### config.mk
export PLATFORM = sky130hd
export DESIGN_NAME = sram_stream_reader_flat
export DESIGN_NICKNAME = d
export VERILOG_FILES = /design/src/rtl/sram_stream_reader_if.sv /design/src/rtl/sram_stream_reader.sv /design/src/flat_wrapper.sv
export SDC_FILE = /design/constraint.sdc
export NUM_CORES = 1
export LEC_CHECK = 0
export ABC_CLOCK_PERIOD_IN_PS = 2910
export BUFFER_PORTS_ARGS = -buffer_cell sky130_fd_sc_hd__buf_2
export CORE_UTILIZATION = 50
export CTS_CLUSTER_SIZE = 16
export DETAILED_ROUTE_END_ITERATION = 10
export GPL_TIMING_DRIVEN = 0
export HOLD_SLACK_MARGIN = 0.12
export PLACE_DENSITY_LB_ADDON = 0.2
export RECOVER_POWER = 100
export SLEW_MARGIN = 0
export SYNTH_ARGS = -nofsm -noshare
export SYNTH_HDL_FRONTEND = slang
export SYNTH_SLANG_ARGS = --single-unit
export TNS_END_PERCENT = 100
### constraint.sdc
create_clock -name clk -period 2.91 [get_ports clk]
set_input_delay 0.1455 -clock clk [delete_from_list [all_inputs] [get_ports clk]]
set_output_delay 0.1455 -clock clk [all_outputs]
set_load 0.01 [all_outputs]
### src/rtl/sram_stream_reader_if.sv
// Signal bundle for sram_stream_reader: command/status, SRAM s2 read port and output stream.
// The master modport is the reader's view; the slave modport is the controller/SRAM/sink view.
interface sram_stream_reader_if #(
    parameter int unsigned ADDR_WIDTH = 12,
    parameter int unsigned DATA_WIDTH = 16
);
    // Command and status
    logic                  start;
    logic [ADDR_WIDTH-1:0] base_addr;
    logic [12:0]           length;
    logic                  busy;
    logic                  done;

    // SRAM s2 Avalon-MM port
    logic [ADDR_WIDTH-1:0] address;
    logic                  chipselect;
    logic                  write;
    logic [1:0]            byteenable;
    logic [DATA_WIDTH-1:0] writedata;
    logic [DATA_WIDTH-1:0] readdata;

    // Avalon-ST output
    logic [DATA_WIDTH-1:0] out_data;
    logic                  out_valid;
    logic                  out_ready;

    modport master (
        input  start, base_addr, length, readdata, out_ready,
        output busy, done, address, chipselect, write, byteenable, writedata,
        output out_data, out_valid
    );

    modport slave (
        output start, base_addr, length, readdata, out_ready,
        input  busy, done, address, chipselect, write, byteenable, writedata,
        input  out_data, out_valid
    );
endinterface

### src/rtl/sram_stream_reader.sv
// Reads a block of consecutive SRAM words through the s2 port and streams them out through a
// small FIFO. Reads are throttled so that FIFO occupancy plus the single in-flight read never
// exceeds the FIFO depth, so the one-cycle-latency read data can always be pushed.
module sram_stream_reader #(
    parameter int unsigned ADDR_WIDTH = 12,
    parameter int unsigned DATA_WIDTH = 16,
    parameter int unsigned FIFO_DEPTH = 4
) (
    input logic               clk,
    input logic               reset,
    sram_stream_reader_if.master bus
);
    localparam int unsigned PtrW = $clog2(FIFO_DEPTH);
    localparam int unsigned CntW = PtrW + 1;

    typedef enum logic [1:0] {StIdle, StRead, StDrain, StDone} state_e;

    state_e                state_q;
    logic [ADDR_WIDTH-1:0] addr_q;
    logic [12:0]           remain_q;
    logic                  in_flight_q;
    logic                  busy_q;
    logic                  done_q;

    logic [DATA_WIDTH-1:0] mem_q [FIFO_DEPTH];
    logic [PtrW-1:0]       wr_ptr_q;
    logic [PtrW-1:0]       rd_ptr_q;
    logic [CntW-1:0]       cnt_q;
    logic [CntW-1:0]       cnt_d;

    logic issue;
    logic push;
    logic pop;

    // Read issue throttle and FIFO handshake decode.
    always_comb begin
        issue = (state_q == StRead) && (remain_q != 13'd0) &&
                ((32'(cnt_q) + 32'(in_flight_q)) < FIFO_DEPTH);
        push  = in_flight_q;
        pop   = (cnt_q != '0) && bus.out_ready;
        cnt_d = cnt_q + CntW'(push) - CntW'(pop);
    end

    assign bus.address    = addr_q;
    assign bus.chipselect = issue;
    assign bus.write      = 1'b0;
    assign bus.byteenable = 2'b11;
    assign bus.writedata  = '0;
    assign bus.out_valid  = (cnt_q != '0);
    // Forced to zero when empty so the stream reads 0 after reset.
    assign bus.out_data   = (cnt_q != '0) ? mem_q[rd_ptr_q] : '0;
    assign bus.busy       = busy_q;
    assign bus.done       = done_q;

    // Control FSM, address/remaining counters and FIFO pointers.
    always_ff @(posedge clk or posedge reset) begin
        if (reset) begin
            state_q     <= StIdle;
            addr_q      <= '0;
            remain_q    <= '0;
            in_flight_q <= 1'b0;
            busy_q      <= 1'b0;
            done_q      <= 1'b0;
            wr_ptr_q    <= '0;
            rd_ptr_q    <= '0;
            cnt_q       <= '0;
        end else begin
            done_q      <= 1'b0;
            in_flight_q <= issue;
            cnt_q       <= cnt_d;
            if (push) wr_ptr_q <= wr_ptr_q + 1'b1;
            if (pop)  rd_ptr_q <= rd_ptr_q + 1'b1;

            unique case (state_q)
                StIdle: begin
                    if (bus.start) begin
                        addr_q   <= bus.base_addr;
                        remain_q <= bus.length;
                        busy_q   <= 1'b1;
                        if (bus.length == 13'd0) begin
                            state_q <= StDone;
                            done_q  <= 1'b1;
                        end else begin
                            state_q <= StRead;
                        end
                    end
                end
                StRead: begin
                    if (issue) begin
                        addr_q   <= addr_q + 1'b1;
                        remain_q <= remain_q - 13'd1;
                        if (remain_q == 13'd1) state_q <= StDrain;
                    end
                end
                StDrain: begin
                    // Finish as the last word pops so done lands the cycle after its handshake.
                    if (cnt_d == '0) begin
                        state_q <= StDone;
                        done_q  <= 1'b1;
                        busy_q  <= 1'b0;
                    end
                end
                StDone: begin
                    state_q <= StIdle;
                    busy_q  <= 1'b0;
                end
                default: state_q <= StIdle;
            endcase
        end
    end

    // FIFO storage; read data arrives one cycle after each issued read.
    always_ff @(posedge clk) begin
        if (push) mem_q[wr_ptr_q] <= bus.readdata;
    end
endmodule

### src/flat_wrapper.sv
// flat-port wrapper written by rule: the top's interface ports become plain ports
module sram_stream_reader_flat 
#(
    parameter int unsigned ADDR_WIDTH = 12,
    parameter int unsigned DATA_WIDTH = 16,
    parameter int unsigned FIFO_DEPTH = 4
)
  (clk, reset, bus_start, bus_base_addr, bus_length, bus_readdata, bus_out_ready, bus_busy, bus_done, bus_address, bus_chipselect, bus_write, bus_byteenable, bus_writedata, bus_out_data, bus_out_valid);
  sram_stream_reader_if #(.ADDR_WIDTH(ADDR_WIDTH), .DATA_WIDTH(DATA_WIDTH)) bus_i ();
  input logic clk;
  input logic reset;
  input wire logic [$bits(bus_i.start)-1:0] bus_start;
  input wire logic [$bits(bus_i.base_addr)-1:0] bus_base_addr;
  input wire logic [$bits(bus_i.length)-1:0] bus_length;
  input wire logic [$bits(bus_i.readdata)-1:0] bus_readdata;
  input wire logic [$bits(bus_i.out_ready)-1:0] bus_out_ready;
  output wire logic [$bits(bus_i.busy)-1:0] bus_busy;
  output wire logic [$bits(bus_i.done)-1:0] bus_done;
  output wire logic [$bits(bus_i.address)-1:0] bus_address;
  output wire logic [$bits(bus_i.chipselect)-1:0] bus_chipselect;
  output wire logic [$bits(bus_i.write)-1:0] bus_write;
  output wire logic [$bits(bus_i.byteenable)-1:0] bus_byteenable;
  output wire logic [$bits(bus_i.writedata)-1:0] bus_writedata;
  output wire logic [$bits(bus_i.out_data)-1:0] bus_out_data;
  output wire logic [$bits(bus_i.out_valid)-1:0] bus_out_valid;
  assign bus_i.start = bus_start;
  assign bus_i.base_addr = bus_base_addr;
  assign bus_i.length = bus_length;
  assign bus_i.readdata = bus_readdata;
  assign bus_i.out_ready = bus_out_ready;
  assign bus_busy = bus_i.busy;
  assign bus_done = bus_i.done;
  assign bus_address = bus_i.address;
  assign bus_chipselect = bus_i.chipselect;
  assign bus_write = bus_i.write;
  assign bus_byteenable = bus_i.byteenable;
  assign bus_writedata = bus_i.writedata;
  assign bus_out_data = bus_i.out_data;
  assign bus_out_valid = bus_i.out_valid;
  sram_stream_reader #(.ADDR_WIDTH(ADDR_WIDTH), .DATA_WIDTH(DATA_WIDTH), .FIFO_DEPTH(FIFO_DEPTH)) u_core (.clk(clk), .reset(reset), .bus(bus_i));
endmodule
==> results.toml, run 1 <==
[status]
status = "complete, but fails checks"
violations = "max-capacitance violations"

[logic_synthesis]
synth.distinct_cells = 56
synth_top_area_cell = "edfxtp_1"
synth_mux_area_frac = 0.0815
synthAdderAreaFrac = 0.0412
synth_warnings = 0
yosys.area_share.simple = 0.132
synth_enable_flop_cells = 64
netlist_area_sq_um = 5040
ys_seq_area_frac = 0.565
synth_compound_area_frac = 0.109
ys_ff_latch = 101
synth_area_leaders = "edfxtp_1 (38%), dfrtp_1 (18%), mux4_2 (7.2%), ha_1 (3.7%), buf_4 (2.8%)"
synthXorXnorAreaFrac = 0.00695
synth_top_family_by_area = "simple AND/OR/NAND/NOR gates"
synth_area_per_cell_sq_um = 12.0
yosysTopAreaCellShare = 0.381
synth_flop_cell = "edfxtp_1"
syn_inst = 421
async_reset_ff_frac = 0.366

[routing]
drc = 0
vias_per_cell = 5.46
dr_total_vias = 3817
totalWireLength_microns = 11300
ant_nets = 0
avgRoutedWirePerCell_microns = 16.2
drtPass1Iterations = 4
drt_iter0_drc = 219

[critical_path]
arrival_ns = 3.08
crit_chain = "or3_4 -> and2_4 -> ha_1 -> inv_1 -> ha_1 -> inv_1 -> fa_1 -> xor2_1 -> o21ai_2 -> nand2_1 -> nor2_2 -> mux2i_1"
crit_type = "reg -> reg"
ff2ff_path_depth = 12
reg2reg_from = "u_core.cnt_q[1]$_DFF_PP0_"
crit_path_end_kind = "register"
slowest_delay_ns = 0.44
path_max_fanout = 3
crit_path_start_kind = "register"
reg2reg_slack_ns = 0.12
critPathSlowestCell = "dfrtp_2"
r2r_end = "u_core.state_q[1]$_DFFE_PP0P_"
required_ns = 3.20

[min_path]
hold_end = "u_core.remain_q[1]$_DFFE_PP0P_"
min_from = "bus_length[1]"
min_path_cells = 5
hold_class = "in -> reg"

[cts]
clk_path_buf_depth = 2
clock-sinks = 101
cts_made_buffers = 9
htreeDepth = 3
clock_latency_ns = 0.36
clkSlewWorstSetupHoldPaths_ns = 0.10
clockRootBuffer = "clkbuf_8"
cts_tree = "built"

[final_layout]
antenna_cells = 0
area.sequential_sq_um = 2850
syn_to_final_growth_pct = 22.2
drive_gt1_frac = 0.191
fillCellCount = 811
multi_input_area_sq_um = 1950
nets = 622

[power_and_ir_drop]
seqPwrFrac = 0.380
pwr-share-comb = 0.479
max-vdd-ir-drop_mv = 0.529
p_sw_frac = 0.418
p_leak_nw = 2.41
cellPowerDensity_nw_per_um2 = 967
switchingPower_mw = 2.49
p_int_mw = 3.47
pwr-share-clk = 0.142

[timing]
tns_ns = 0
hold_violations = 0
finalMaxSlewViolations = 0
timing.max_slew.rel_slack = 0.0118
period_needed_ns = 2.79
timing.final.crit_share = 0.960
skew_ns = 0.00931
setup_viol = 0
hold_ws_ns = 0.163
tightest_slew_ns = 1.48
max_freq_mhz = 358

[placement]
gp_congestion = 0.866
port_buffers = 76
hpwl_microns = 7650

[floorplan]
die_area_sq_um = 10500
placementRows = 36
start_util = 0.515
io_pins = 96
die_w_microns = 102
fp.dieH_microns = 102
core-area_sq_um = 9770

[global_route]
antenna_found_initial = 0
gr-total-overflow = 0
grt_max_degree = 38
grt_pass1_wl_microns = 17900
grtUsageTotal = 0.228
grt_pass1_vias = 3671

[run]
cap_violations = 1
==> power by group through the flow <==
stage | Combinational [mW] | Sequential [mW] | Clock [mW]
6_report | 2.85 | 2.26 | 0.843
5_1_grt | 3.21 | 2.32 | 0.918
4_1_cts | 2.83 | 2.26 | 0.848
3_5_place_dp | 2.76 | 2.28 | 0
3_3_place_gp | 2.72 | 2.26 | 0
2_1_floorplan | 1.93 | 2.24 | 0
==> cell usage after synthesis, types with 3 or more instances <==
library cell and number:
nand2b_1 5, nand3_1 12, buf_2 5, o311ai_0 4, nor4_1 8, mux2i_1 5, buf_4 19, o211ai_1 4
nor3_1 6, a31oi_1 3, or3_1 3, edfxtp_1 64, dfrtp_1 37, ha_1 15, o21ai_0 25, o22ai_1 10
and2_1 21, xor2_1 3, nand2_1 34, nand4_1 8, a21oi_1 19, mux4_2 16, clkbuf_1 14, inv_1 23
nor2_1 20
==> repair_timing <==
action	4_1_cts	5_1_grt
setup endpoints to repair	4	3
buffers inserted	1	3
hold buffers	32	1
hold endpoints to repair	116	1
gates resized for setup	4	2
pin swaps	2	2
==> area by class of cell <==
class	instances	area share
inverters	24	0.0146
clock buffers	9	0.0201
multi-input cells	274	0.317
repair buffers	113	0.113
clock inverters	7	0.00935
plain buffers	38	0.0356
well taps	133	0.0270
flip-flops and latches	101	0.463
==> worst max-delay path, delay by kind of cell, from the launching register on <==
family	cells	cell delay (ns)
simple gates	4	0.80
fa+ha+maj	3	0.78
flops	1	0.44
xor+xnor	1	0.21
mux	1	0.20
compound gates	1	0.17
buf+inv	2	0.11
==> state kept, by name (all words and copies together), names as in the netlist <==
name and count:
u_core.bus.busy 1, u_core.in_flight_q 1, u_core.bus.done 1, u_core.state_q 2, u_core.rd_ptr_q 2, u_core.bus.address 12
u_core.mem_q 64, u_core.remain_q 13, u_core.cnt_q 3, u_core.wr_ptr_q 2
==> per-layer routing <==
layer  track usage  vias up  routed length, microns
met4        0.0626        0                      90
met1         0.290     1868                    4730
met5             0        -                       0
li1              -     1815                       -
met2         0.400      124                    5930
met3        0.0404       10                     579
==> metrics by stage <==
stage | utilization | std cells | cell area (sq um) | worst slack, ns | power [mW]
3_3_place_gp | 0.578 | 647 | 5650 | -0.239 | 4.98
4_1_cts | 0.631 | 695 | 6160 | 0.0522 | 5.93
2_1_floorplan | - | 438 | 5100 | 0.0705 | 4.17
3_5_place_dp | 0.578 | 647 | 5650 | -0.313 | 5.05
5_1_grt | 0.630 | 699 | 6160 | -0.0535 | 6.44
6_report | 0.630 | 699 | 6160 | 0.115 | 5.95
==> cells by family (layout without fill, tap and decap cells) <==
group,after synthesis,count (layout)
adder cells (fa/ha/maj),16,16
AO/OA/AOI/OAI,85,85
multiplexers,21,21
AND/OR/NAND/NOR,129,129
flip-flops,101,101
other,2,19
XOR/XNOR,4,4
buffers and inverters,63,191
==> placed cells by master (no fill, tap or decap), types with 9 or more instances in the layout <==
cell type,count
edfxtp_1,64
clkbuf_1,49
buf_2,45
dfrtp_1,36
nand2_1,34
dlygate4sd3_1,33
o21ai_0,24
inv_1,23
buf_4,23
nor2_1,19
a21oi_1,19
conb_1,19
mux4_2,16
ha_1,15
and2_1,13
nand3_1,12
o22ai_1,10
clkbuf_8,9
==> how the worst max path moves through the flow <==
stage                                          from                            end  slack [ns]  cells after the start
after floorplan           u_core.cnt_q[1]$_DFF_PP0_  u_core.state_q[1]$_DFFE_PP0P_        0.07                     13
after global placement    u_core.cnt_q[1]$_DFF_PP0_  u_core.state_q[1]$_DFFE_PP0P_       -0.24                     13
after detailed placement  u_core.cnt_q[1]$_DFF_PP0_  u_core.state_q[1]$_DFFE_PP0P_       -0.31                     13
after CTS                 u_core.cnt_q[1]$_DFF_PP0_  u_core.state_q[1]$_DFFE_PP0P_        0.05                     12
after global routing      u_core.cnt_q[1]$_DFF_PP0_  u_core.state_q[1]$_DFFE_PP0P_       -0.05                     12
final                     u_core.cnt_q[1]$_DFF_PP0_  u_core.state_q[1]$_DFFE_PP0P_        0.12                     12
No activity file was read; power rests on OpenSTA's default activity.
==> inputs of run 2 (changes only) <==
--- a/config.mk
+++ b/config.mk
@@ -12,8 +12,10 @@
 export DETAILED_ROUTE_END_ITERATION = 10
 export GPL_TIMING_DRIVEN = 0
 export HOLD_SLACK_MARGIN = 0.12
+export MAX_ROUTING_LAYER = met4
 export PLACE_DENSITY_LB_ADDON = 0.2
 export RECOVER_POWER = 100
+export REMOVE_ABC_BUFFERS = 1
 export SLEW_MARGIN = 0
 export SYNTH_ARGS = -nofsm -noshare
 export SYNTH_HDL_FRONTEND = slang
==> run 2 against run 1 <==
  * The flow still finishes with violations (max-capacitance violations)
  * Sequential share of layout area grew 1.2 points
  * Clock skew is 0.0053 ns higher
  * Core utilization decreased by 1.6 points
  * Combinational power decreased by 9.8%
  * Wire length is 8.0% lower
  * Sequential power is 6% higher
  * Non-clock buffer count decreased by 39
  * Maximum frequency barely moved
  * Register-to-register slack is essentially flat
  * Critical path depth did not move
==> results.toml, run 2 (synthesis results as in run 1) <==
[cts]
clk_path_buf_depth = 2
cts_made_buffers = 9
clock_latency_ns = 0.37
clockRootBuffer = "clkbuf_8"
cts_tree = "built"
clkSlewWorstSetupHoldPaths_ns = 0.11
htreeDepth = 3
clock-sinks = 101

[run]
cap_violations = 1

[routing]
ant_nets = 0
dr_total_vias = 3636
drt_iter0_drc = 167
totalWireLength_microns = 10400
vias_per_cell = 5.51
drc = 0
avgRoutedWirePerCell_microns = 15.8
drtPass1Iterations = 4

[global_route]
grt_pass1_vias = 3506
grt_pass1_wl_microns = 16800
grtUsageTotal = 0.218
grt_max_degree = 46
gr-total-overflow = 0
antenna_found_initial = 0

[placement]
place_inst = 608
hpwl_microns = 6890
pre_cts_ws_ns = -0.519
gp_congestion = 0.844
port_buffers = 76

[power_and_ir_drop]
p_leak_nw = 2.31
max-vdd-ir-drop_mv = 0.522
power_mw = 5.91
cellPowerDensity_nw_per_um2 = 985

[final_layout]
stdcell_count = 660
final_cell_mix = "edfxtp_1 (64), buf_2 (46), dfrtp_1 (37)"
antenna_cells = 0
syn_to_final_growth_pct = 19.1
largest_reg_flops = 64
area.sequential_sq_um = 2850
regMostFlops = "u_core.mem_q"
multi_input_area_sq_um = 1990
final_common_cell = "edfxtp_1"
nets = 583
drive_gt1_frac = 0.175
fillCellCount = 808

[timing]
tightest_slew_ns = 1.49
max_freq_mhz = 358
timing.max_slew.rel_slack = 0.00473
hold_violations = 0
timing.final.crit_share = 0.960
skew_ns = 0.0146
setup_viol = 0
worst_slack_ns = 0.118
period_needed_ns = 2.79
finalMaxSlewViolations = 0
rsz0062_at_grt = "yes"
hold_ws_ns = 0.180

[status]
status = "complete, but fails checks"
violations = "max-capacitance violations"

[min_path]
hold_class = "in -> reg"

[floorplan]
core-area_sq_um = 9770
die_w_microns = 102
fp.dieH_microns = 102
die_area_sq_um = 10500
placementRows = 36
start_util = 0.515
io_pins = 96

[critical_path]
crit_path_end_kind = "register"
crit_type = "reg -> reg"
path_max_fanout = 5
required_ns = 3.21
arrival_ns = 3.09
crit_path_start_kind = "register"
==> run 2: cell types whose count changed in the layout (fill, tap and decap cells not counted), moves of 2 or more <==
cell / change
and2_0: -6
and2_1: +6
clkinv_1: -2
clkbuf_1: -19
buf_4: -21
==> run 2: what timing repair did <==
action / CTS / global route
pin swaps: 1 / 3
gates resized for setup: 5 / 5
hold buffers: 33 / 1
endpoints found under the hold margin: 117 / 1
setup buffers: 1 / 1
setup endpoints to repair: 23 / 6
==> run 2: worst paths after layout <==
kind	from	to	slack [ns]	depth (start not counted)
max reg2reg	u_core.cnt_q[2]$_DFF_PP0_	u_core.state_q[1]$_DFFE_PP0P_	0.12	12
max	u_core.cnt_q[2]$_DFF_PP0_	u_core.state_q[1]$_DFFE_PP0P_	0.12	12
min reg2reg	u_core.bus.busy$_DFFE_PP0P_	u_core.bus.busy$_DFFE_PP0P_	0.51	2
max in group asynchronous	reset	u_core.state_q[0]$_DFFE_PP0P_	1.26	3
min in group asynchronous	reset	u_core.bus.address[4]$_DFFE_PP0P_	0.76	3
min	bus_base_addr[2]	u_core.bus.address[2]$_DFFE_PP0P_	0.18	4
==> run 2: per-layer routing <==
| metal | track usage | share of wire |
|---|---|---|
| met1 | 0.259 | 0.43 |
| met2 | 0.375 | 0.51 |
| met3 | 0.0369 | 0.042 |
| met4 | 0.0736 | 0.015 |
| met5 | - | 0 |
==> run 2: report_power, final <==
part,switching (mW),internal [mW]
logic,1.42,1.15
clock network,0.532,0.419
registers,0.454,1.94
total,2.40,3.51
==> run 2: layout make-up <==
type	instances	share of cell area
multi-input combinational	274	0.331
inverter	24	0.0152
sequential	101	0.474
tap	133	0.0277
clock inverter	7	0.0146
clock buffer	9	0.0206
timing repair buffer	112	0.116
==> run 2: worst max-delay path: stages (launching register included) <==
cell,delay (ns)
dfrtp_1,0.44
or3_4,0.40
and2_4,0.18
ha_1,0.29
inv_1,0.06
ha_1,0.13
inv_1,0.04
fa_1,0.50
nand2b_1,0.09
o21ai_2,0.16
nand2_1,0.09
nor2_2,0.14
mux2i_1,0.21
==> run 2: metrics by stage <==
step           cell area, sq um  utilization  TNS [ns]
3_3_place_gp               5430        0.555    -24.75
6_report                   6000        0.614         0
4_1_cts                    6000        0.614         0
2_1_floorplan              4880            -     -1.12
5_1_grt                    6000        0.614   -0.0707
3_5_place_dp               5430        0.555     -8.05
